===== src/rtl/demux_pkg.sv =====
// -----------------------------------------------------------------------------
// demux_pkg
//   Types and constants shared by the handshaked 1-to-4 demultiplexer and its
//   destination decoder.
//   - state_e : handshake FSM states, 2-bit encoding
//   - CH0..CH3: channel (destination code) indices
// -----------------------------------------------------------------------------
package demux_pkg;

  typedef enum logic [1:0] {
    ACCEPT   = 2'b00,  // ready for a producer word
    WAIT_REL = 2'b01,  // word latched, waiting for the producer to drop dav_in
    WAIT_RFD = 2'b10,  // waiting for the selected consumer to be ready
    SEND     = 2'b11   // dav_out raised, waiting for the consumer to take it
  } state_e;

  localparam logic [1:0] CH0 = 2'b00;
  localparam logic [1:0] CH1 = 2'b01;
  localparam logic [1:0] CH2 = 2'b10;
  localparam logic [1:0] CH3 = 2'b11;

endpackage : demux_pkg


===== src/rtl/decoder_2_to_4.sv =====
// -----------------------------------------------------------------------------
// decoder_2_to_4
//   Combinational 2-to-4 decoder: turns a destination code into a one-hot
//   channel select.
//   Ports:
//     sel_i    in  2  destination code {b1,b0}
//     onehot_o out 4  one-hot select, bit p set for code p
// -----------------------------------------------------------------------------
module decoder_2_to_4
  import demux_pkg::*;
(
  input  logic [1:0] sel_i,
  output logic [3:0] onehot_o
);

  always_comb begin
    // NOTE: every output of a combinational block gets a default first so no
    // path through the case leaves it unassigned, which would infer a latch.
    onehot_o = 4'b0000;
    unique case (sel_i)
      CH0: onehot_o = 4'b0001;
      CH1: onehot_o = 4'b0010;
      CH2: onehot_o = 4'b0100;
      CH3: onehot_o = 4'b1000;
      default: onehot_o = 4'b0000;
    endcase
  end

endmodule : decoder_2_to_4


===== src/rtl/demux_1_to_4_hs.sv =====
// -----------------------------------------------------------------------------
// demux_1_to_4_hs
//   Registered 1-to-4 demultiplexer with four-phase dav/rfd handshakes on both
//   sides. A single word is held in flight: it is captured from the producer,
//   the producer is released, then the word is offered to the consumer named by
//   the captured destination code. A per-channel counter records completed
//   deliveries (wrapping modulo 2^CW).
//   Ports:
//     clock        in  1   system clock, rising edge
//     reset        in  1   synchronous, active-high reset
//     x            in  W   producer data word
//     b1, b0       in  1   destination code MSB / LSB
//     dav_in       in  1   producer data-available
//     rfd_out      out 1   ready-for-data to producer
//     z            out W   registered data word, shared by all consumers
//     dav_out      out 4   per-consumer data-available (at most one set)
//     rfd_in       in  4   per-consumer ready-for-data
//     busy         out 1   high in every state except ACCEPT
//     cnt0..cnt3   out CW  completed deliveries per channel
// -----------------------------------------------------------------------------
module demux_1_to_4_hs
  import demux_pkg::*;
#(
  parameter int W  = 8,
  parameter int CW = 8
) (
  input  logic          clock,
  input  logic          reset,
  input  logic [W-1:0]  x,
  input  logic          b1,
  input  logic          b0,
  input  logic          dav_in,
  output logic          rfd_out,
  output logic [W-1:0]  z,
  output logic [3:0]    dav_out,
  input  logic [3:0]    rfd_in,
  output logic          busy,
  output logic [CW-1:0] cnt0,
  output logic [CW-1:0] cnt1,
  output logic [CW-1:0] cnt2,
  output logic [CW-1:0] cnt3
);

  state_e         state_q, state_d;
  logic [W-1:0]   z_q, z_d;
  logic [1:0]     dest_q, dest_d;
  logic           rfd_out_q, rfd_out_d;
  logic [3:0]     dav_out_q, dav_out_d;
  logic           busy_q, busy_d;
  logic [CW-1:0]  cnt_q [4];

  logic [3:0]     dest_oh;
  logic           deliver;
  logic [3:0]     cnt_inc;

  // One-hot of the latched destination: drives dav_out and picks the counter.
  decoder_2_to_4 u_dest_dec (
    .sel_i    (dest_q),
    .onehot_o (dest_oh)
  );

  // ---------------------------------------------------------------------------
  // Next-state and registered-output logic
  // ---------------------------------------------------------------------------
  always_comb begin
    state_d   = state_q;
    z_d       = z_q;
    dest_d    = dest_q;
    rfd_out_d = rfd_out_q;
    dav_out_d = dav_out_q;
    deliver   = 1'b0;

    unique case (state_q)
      ACCEPT: begin
        if (dav_in) begin
          z_d       = x;
          dest_d    = {b1, b0};
          rfd_out_d = 1'b0;
          state_d   = WAIT_REL;
        end
      end
      WAIT_REL: begin
        // x and {b1,b0} are no longer looked at; only the release matters.
        if (!dav_in) state_d = WAIT_RFD;
      end
      WAIT_RFD: begin
        // Only the selected consumer's rfd is consulted, so a consumer still
        // finishing a previous transfer (rfd low) holds off the next one.
        if (rfd_in[dest_q]) begin
          dav_out_d = dest_oh;
          state_d   = SEND;
        end
      end
      SEND: begin
        if (!rfd_in[dest_q]) begin
          dav_out_d = 4'b0000;
          rfd_out_d = 1'b1;
          deliver   = 1'b1;
          state_d   = ACCEPT;
        end
      end
      default: state_d = ACCEPT;
    endcase

    busy_d = (state_d != ACCEPT);
  end

  assign cnt_inc = dest_oh & {4{deliver}};

  // ---------------------------------------------------------------------------
  // State and output registers
  // ---------------------------------------------------------------------------
  // NOTE: sequential state uses non-blocking assignments so every register
  // samples the pre-edge values, independent of statement order.
  always_ff @(posedge clock) begin
    if (reset) begin
      state_q   <= ACCEPT;
      z_q       <= '0;
      dest_q    <= CH0;
      rfd_out_q <= 1'b1;
      dav_out_q <= 4'b0000;
      busy_q    <= 1'b0;
    end else begin
      state_q   <= state_d;
      z_q       <= z_d;
      dest_q    <= dest_d;
      rfd_out_q <= rfd_out_d;
      dav_out_q <= dav_out_d;
      busy_q    <= busy_d;
    end
  end

  // NOTE: the counter array is four visible registers, not a storage memory,
  // so each entry is cleared by reset like any other architectural state.
  always_ff @(posedge clock) begin
    if (reset) begin
      for (int i = 0; i < 4; i++) cnt_q[i] <= '0;
    end else begin
      for (int i = 0; i < 4; i++) begin
        if (cnt_inc[i]) cnt_q[i] <= cnt_q[i] + CW'(1);
      end
    end
  end

  assign rfd_out = rfd_out_q;
  assign z       = z_q;
  assign dav_out = dav_out_q;
  assign busy    = busy_q;
  assign cnt0    = cnt_q[0];
  assign cnt1    = cnt_q[1];
  assign cnt2    = cnt_q[2];
  assign cnt3    = cnt_q[3];

endmodule : demux_1_to_4_hs


===== config.mk =====
export PLATFORM = sky130hd
export DESIGN_NAME = demux_1_to_4_hs
export DESIGN_NICKNAME = d
export VERILOG_FILES = /design/src/rtl/demux_pkg.sv /design/src/rtl/decoder_2_to_4.sv /design/src/rtl/demux_1_to_4_hs.sv
export SDC_FILE = /design/constraint.sdc
export NUM_CORES = 1
export LEC_CHECK = 0
export ABC_AREA = 0
export BUFFER_PORTS_ARGS = -buffer_cell sky130_fd_sc_hd__buf_2
export CORE_AREA = 2 2 54 106
export DETAILED_ROUTE_END_ITERATION = 8
export DIE_AREA = 0 0 56 108
export GPL_ROUTABILITY_DRIVEN = 0
export HOLD_SLACK_MARGIN = 0.02
export PLACE_DENSITY = 0.73
export SYNTH_ARGS = -nofsm -noshare
export SYNTH_HDL_FRONTEND = slang
export SYNTH_SLANG_ARGS = --single-unit

===== constraint.sdc =====
create_clock -name clock -period 2.3 [get_ports clock]
set_input_delay 0.345 -clock clock [delete_from_list [all_inputs] [get_ports clock]]
set_output_delay 0.345 -clock clock [all_outputs]
set_load 0.01 [all_outputs]

Yosys cells after proc, flatten, opt, wreduce, memory -nomap -nowiden
Memories as Yosys holds them, arrays and structs flattened.
Cells that the tools add are included.
{"block": "word_totals", "register_bits": 18, "ramBits": 32, "input_bits": 17, "out_inout_bits": 46, "elab_cells": 68, "memories": 1}
{"memory": "cnt_q", "words": 4, "width": 8, "rd": 4, "rd_ports_with_merged_regs": 0, "wr": 4, "line": "demux_1_to_4_hs.sv:50", "rtl": "logic [CW-1:0] cnt_q [4];"}
{"block": "op_classes", "n_addsub": 4, "order_cmp": 1, "eq_ne": 9, "n_mux": 34, "bitwise": 5, "reduce_logical": 8}
{"cell": "$add 8x1->8 const B", "count": 4}
{"cell": "$mux 8", "count": 4}
{"cell": "$mux 1", "count": 19}
{"cell": "$pmux 4 s4", "count": 1}
{"cell": "$eq 2x2->1 const B", "count": 4}
{"cell": "$mux 2", "count": 4}
{"cell": "$mux 4", "count": 2}
{"cell": "$pmux 2 s4", "count": 1}
{"cell": "$pmux 4 s2", "count": 1}
{"cell": "$ne 2x2->1 const B", "count": 3}
{"cell": "$reduce_and 3->1", "count": 2}
{"cell": "$reduce_bool 2->1", "count": 3}
{"cell": "$and 4x4->4", "count": 1}
{"cell": "$eq 2x1->1 const B", "count": 2}
{"cell": "$logic_not 2->1", "count": 2}
{"cell": "$or 1x1->1", "count": 4}
{"cell": "$lt 2x3->1 const B", "count": 1}
{"cell": "$bmux 1 s2", "count": 1}
{"cell": "$pmux 1 s2", "count": 1}
{"cell": "$reduce_and 2->1", "count": 1}

Logic depth before layout (Yosys ltp)
{"block": "logic_depth", "depth_word": 9, "ltp_mapped": 5, "mapped_depth_nobuf": 4}

Hierarchy
From an unflattened synthesis, not the netlist that was laid out.
{"block": "unflattened", "cells_unflattened": 222, "area_unflattened_um2": 2575.0}
{"module": "demux_1_to_4_hs", "n_inst": 1, "cells_each": 218, "area_each_um2": 2548.7, "seq_area_each_um2": 1321.3}
{"module": "decoder_2_to_4", "n_inst": 1, "cells_each": 4, "area_each_um2": 26.3, "seq_area_each_um2": 0.0}

Least setup slack after synthesis
OpenSTA, ideal clock, no wires.
{"block": "synth_path", "kind": "register to register", "from": "reg dest_q[0]", "to": "mem cnt_q[0][0] (enable)", "setup_ns": 0.398, "arrival_time_ns": 1.926, "t_required_ns": 1.902, "path_slack_ns": -0.024, "path_stages_with_launch": 3, "n_path_buf": 0, "synth_period_minus_slack_ns": 2.324, "cell_sequence": "dfxtp_1 mux4_2 o41ai_1"}
{"element": "start, declared", "line": "demux_1_to_4_hs.sv:46", "rtl": "logic [1:0] dest_q, dest_d;"}
{"element": "start signal, assigned", "line": "demux_1_to_4_hs.sv:126", "rtl": "dest_q <= dest_d;"}
{"element": "end, declared", "line": "demux_1_to_4_hs.sv:50"}

==> flow_metrics.env <==
export IMPL_worst_endpoint_required_ns=2.27
export IMPL_die_area_sq_um=6048
export IMPL_drv_max_cap_violation_count=0
export IMPL_min_period_over_period=0.8341
export IMPL_p_leak_uw=0.001149
export IMPL_ant_nets=0
export IMPL_grt_start_max_net_pins=27
export IMPL_worst_setup_path_end_kind="register"
export IMPL_dp_slack_ns=0.3406
export IMPL_worstHoldPathCells=3
export IMPL_core_sq_um=5185
export IMPL_tritoncts_num_buffers=5
export IMPL_cpMaxStageDelayCell="sky130_fd_sc_hd__dfxtp_1"
export IMPL_ys_seq_elements=50
export IMPL_post_synth_instance_area_sq_um=2395
export IMPL_hold_worst_slack_ns=0.2837
export IMPL_detailedPlacementHpwl_mm=3.804
export IMPL_clkLatencyLatePin_ns=0.30
export IMPL_max_slew_worst_pin_slew_ns=0.4111
export IMPL_input_output_buffers=62
export IMPL_syn_avg_cell_area_sq_um=10.64
export IMPL_post_layout_power_uw=1850
export IMPL_highest_count_cells_in_the_layout_ignoring_fill_and_taps="sky130_fd_sc_hd__buf_2, sky130_fd_sc_hd__edfxtp_1, sky130_fd_sc_hd__nor2_1"
export IMPL_fp_dieH_um=108
export IMPL_floorplan_io_pins=63
export IMPL_n_antenna_cell=0
export IMPL_worst_ir_drop_vdd_mv=0.6193
export IMPL_most_common_cell_after_layout_fill_and_taps_aside="sky130_fd_sc_hd__buf_2"
export IMPL_cts_setup_buffers=0
export IMPL_max_stage_delay_ns=0.54
export IMPL_n_fill_cell=509
export IMPL_cts_tree="done"
export IMPL_global_route_overflow_total=0
export IMPL_cts_max_path_bufs=2
export IMPL_dpl_instance_area_sq_um=2776
export IMPL_setup_violations=0
export IMPL_period_needed_ns=1.918
export IMPL_drt_pass1_iter_count=4
export IMPL_drcViolationCount=0
export IMPL_grt_pass1_vias=1838
export IMPL_synth_net_count=246
export IMPL_wirelength_mm=4.855
export IMPL_final_setup_skew_ns=0.006946
export IMPL_drt_iter0_markers=73
export IMPL_critical_path_class="reg2reg"
export IMPL_finalMaxSlewViolations=0
export IMPL_postLayoutSetupSlackWorst_ns=0.3817
export IMPL_cts_htree_levels=2
export IMPL_timing_reg2reg_setup_slack_ns=0.38
export IMPL_routed_via_count=1883
export IMPL_clk_transition_reported_paths_ns=0.08
export IMPL_synthDistinctLibCells=35
export IMPL_power_density_cell_area_nw_per_um2=640.8
export IMPL_fp_dieW_um=56
export IMPL_max_freq_mhz=521.3
export IMPL_hold_end="z[6]"
export IMPL_status="finished, final reports clean"
export IMPL_start_kind="register"
export IMPL_grt_antenna_before_repair=0
export IMPL_root_buffer="sky130_fd_sc_hd__clkbuf_8"
export IMPL_number_of_hold_repair_buffers_added_at_the_cts_stage=0
export IMPL_setup_repair_after_global_routing_missed_its_margin="no"
export IMPL_worst_path_max_fanout=11
export IMPL_post_route_cell_area_sq_um=2887
export IMPL_maxSlewHeadroom=0.7260
export IMPL_floorplan_rows=37
export IMPL_total_routing_resource_utilization_after_global_routing=0.1730
export IMPL_post_cts_resized=0
export IMPL_crit_path_cells="mux4_2 -> nor2_2 -> a31o_1"
export IMPL_grt_pass1_wl_mm=8.273
export IMPL_ratio_of_routed_vias_to_standard_cells=5.380
export IMPL_initial_core_util=0.4619
export IMPL_cts_sinks=50
export IMPL_finalNetCount=312
export IMPL_hold_viol_final=0
export IMPL_hold_path_class="in2reg"
export IMPL_worst_r2r_startpoint="dest_q[1]"
export IMPL_fraction_of_final_layout_cells_with_drive_strength_greater_than_1=0.2808
export IMPL_syn2layout_area_growth_pct=20.53
export IMPL_r2r_cells=3
export IMPL_synthCells=225
export IMPL_synth_seq_area_share=0.5517
export IMPL_totalNegativeSetupSlack_ns=0
export IMPL_rr_endpoint="cnt_q[2][1]"
export IMPL_final_routed_wire_length_divided_by_cell_count_um=13.87
export IMPL_synth_yosys_warnings=0
export IMPL_worst_hold_startpoint="x[6]"
export IMPL_cp_data_arrival_time_ns=1.88
[per-layer routing]
metal | routed length, um | GRT usage
met5 | 0 | 0
met4 | 68 | 0.08163
met3 | 213 | 0.03349
met2 | 2686 | 0.3050
met1 | 1887 | 0.1986
[cell usage after synthesis (all sizes together)]
cell type	instances	share of area
edfxtp	32	0.40
nor2	31	0.050
dfxtp	18	0.15
a21oi	15	0.031
nand2	15	0.024
nand3	12	0.025
mux2i	11	0.046
inv	8	0.013
o21ai	8	0.017
or3	8	0.021
xor2	8	0.029
buf	6	0.013
nand2b	5	0.013
nand4	5	0.013
xnor2	5	0.021
ha	4	0.021
nor3b	4	0.015
o211ai	4	0.013
o31ai	4	0.013
or2	4	0.010
or4	4	0.013
nor3	3	0.0063
a31o	2	0.0073
clkbuf	2	0.0031
o41ai	2	0.0073
and4b	1	0.0042
mux4	1	0.0094
nand4b	1	0.0037
nor4bb	1	0.0042
o31a	1	0.0037
[sequential cells by signal, summed over array words and instances (netlist names)]
register / cells
z: 8
dest_q: 2
rfd_out: 1
busy: 1
cnt_q: 32
state_q: 2
dav_out: 4
[stage by stage]
step           cells    util
2_1_floorplan    225       -
3_3_place_gp     342  0.5355
3_5_place_dp     342  0.5355
4_1_cts          350  0.5567
5_1_grt          350  0.5567
6_report         350  0.5567
[where the power goes]
part	leakage (uW)	internal (uW)	total, uW	switching [uW]
combinational	0.000620	96.4	213	117
clock	0.0000514	324	599	275
sequential	0.000478	995	1040	41.8
total	0.00115	1420	1850	433
[worst max path at each step]
stage                    from          end  slack (ns)
floorplan           dest_q[0]  cnt_q[0][0]       -0.02
global placement    rfd_in[3]  cnt_q[2][4]        0.37
detailed placement  rfd_in[3]  cnt_q[2][3]        0.34
CTS                 dest_q[1]  cnt_q[2][1]        0.38
global route        dest_q[1]  cnt_q[2][1]        0.22
finish              dest_q[1]  cnt_q[2][1]        0.38
[cell type report]
type                       count  area (sq um)  area share
clock buffer                   6         72.57     0.02514
timing repair buffer          67         347.8      0.1205
multi-input combinational    159          1005      0.3481
inverter                       8         30.03     0.01040
sequential                    50          1321      0.4577
clock inverter                 2         37.54     0.01300
tap                           58         72.57     0.02514
[critical path, delay by kind of cell, from the launching register on]
| kind | cells | cell delay (ns) |
|---|---|---|
| flip-flops | 1 | 0.54 |
| AND/OR/NAND/NOR | 1 | 0.21 |
| multiplexers | 1 | 0.44 |
| AO/OA/AOI/OAI | 1 | 0.39 |
[kinds of logic (layout without fill, tap and decap cells)]
kind of cell               count (synthesis)  count (layout)  synth area share
muxes                                     12              12           0.05538
buffers and inverters                     16              83           0.02874
DFF                                       50              50            0.5517
xor gates and xnor gates                  13              13           0.05068
adders and majority gates                  4               4           0.02090
AOI/OAI and AO/OA                         36              36           0.09144
and+or+nand+nor                           94              94            0.2011
(Power assumes the default switching activity.)
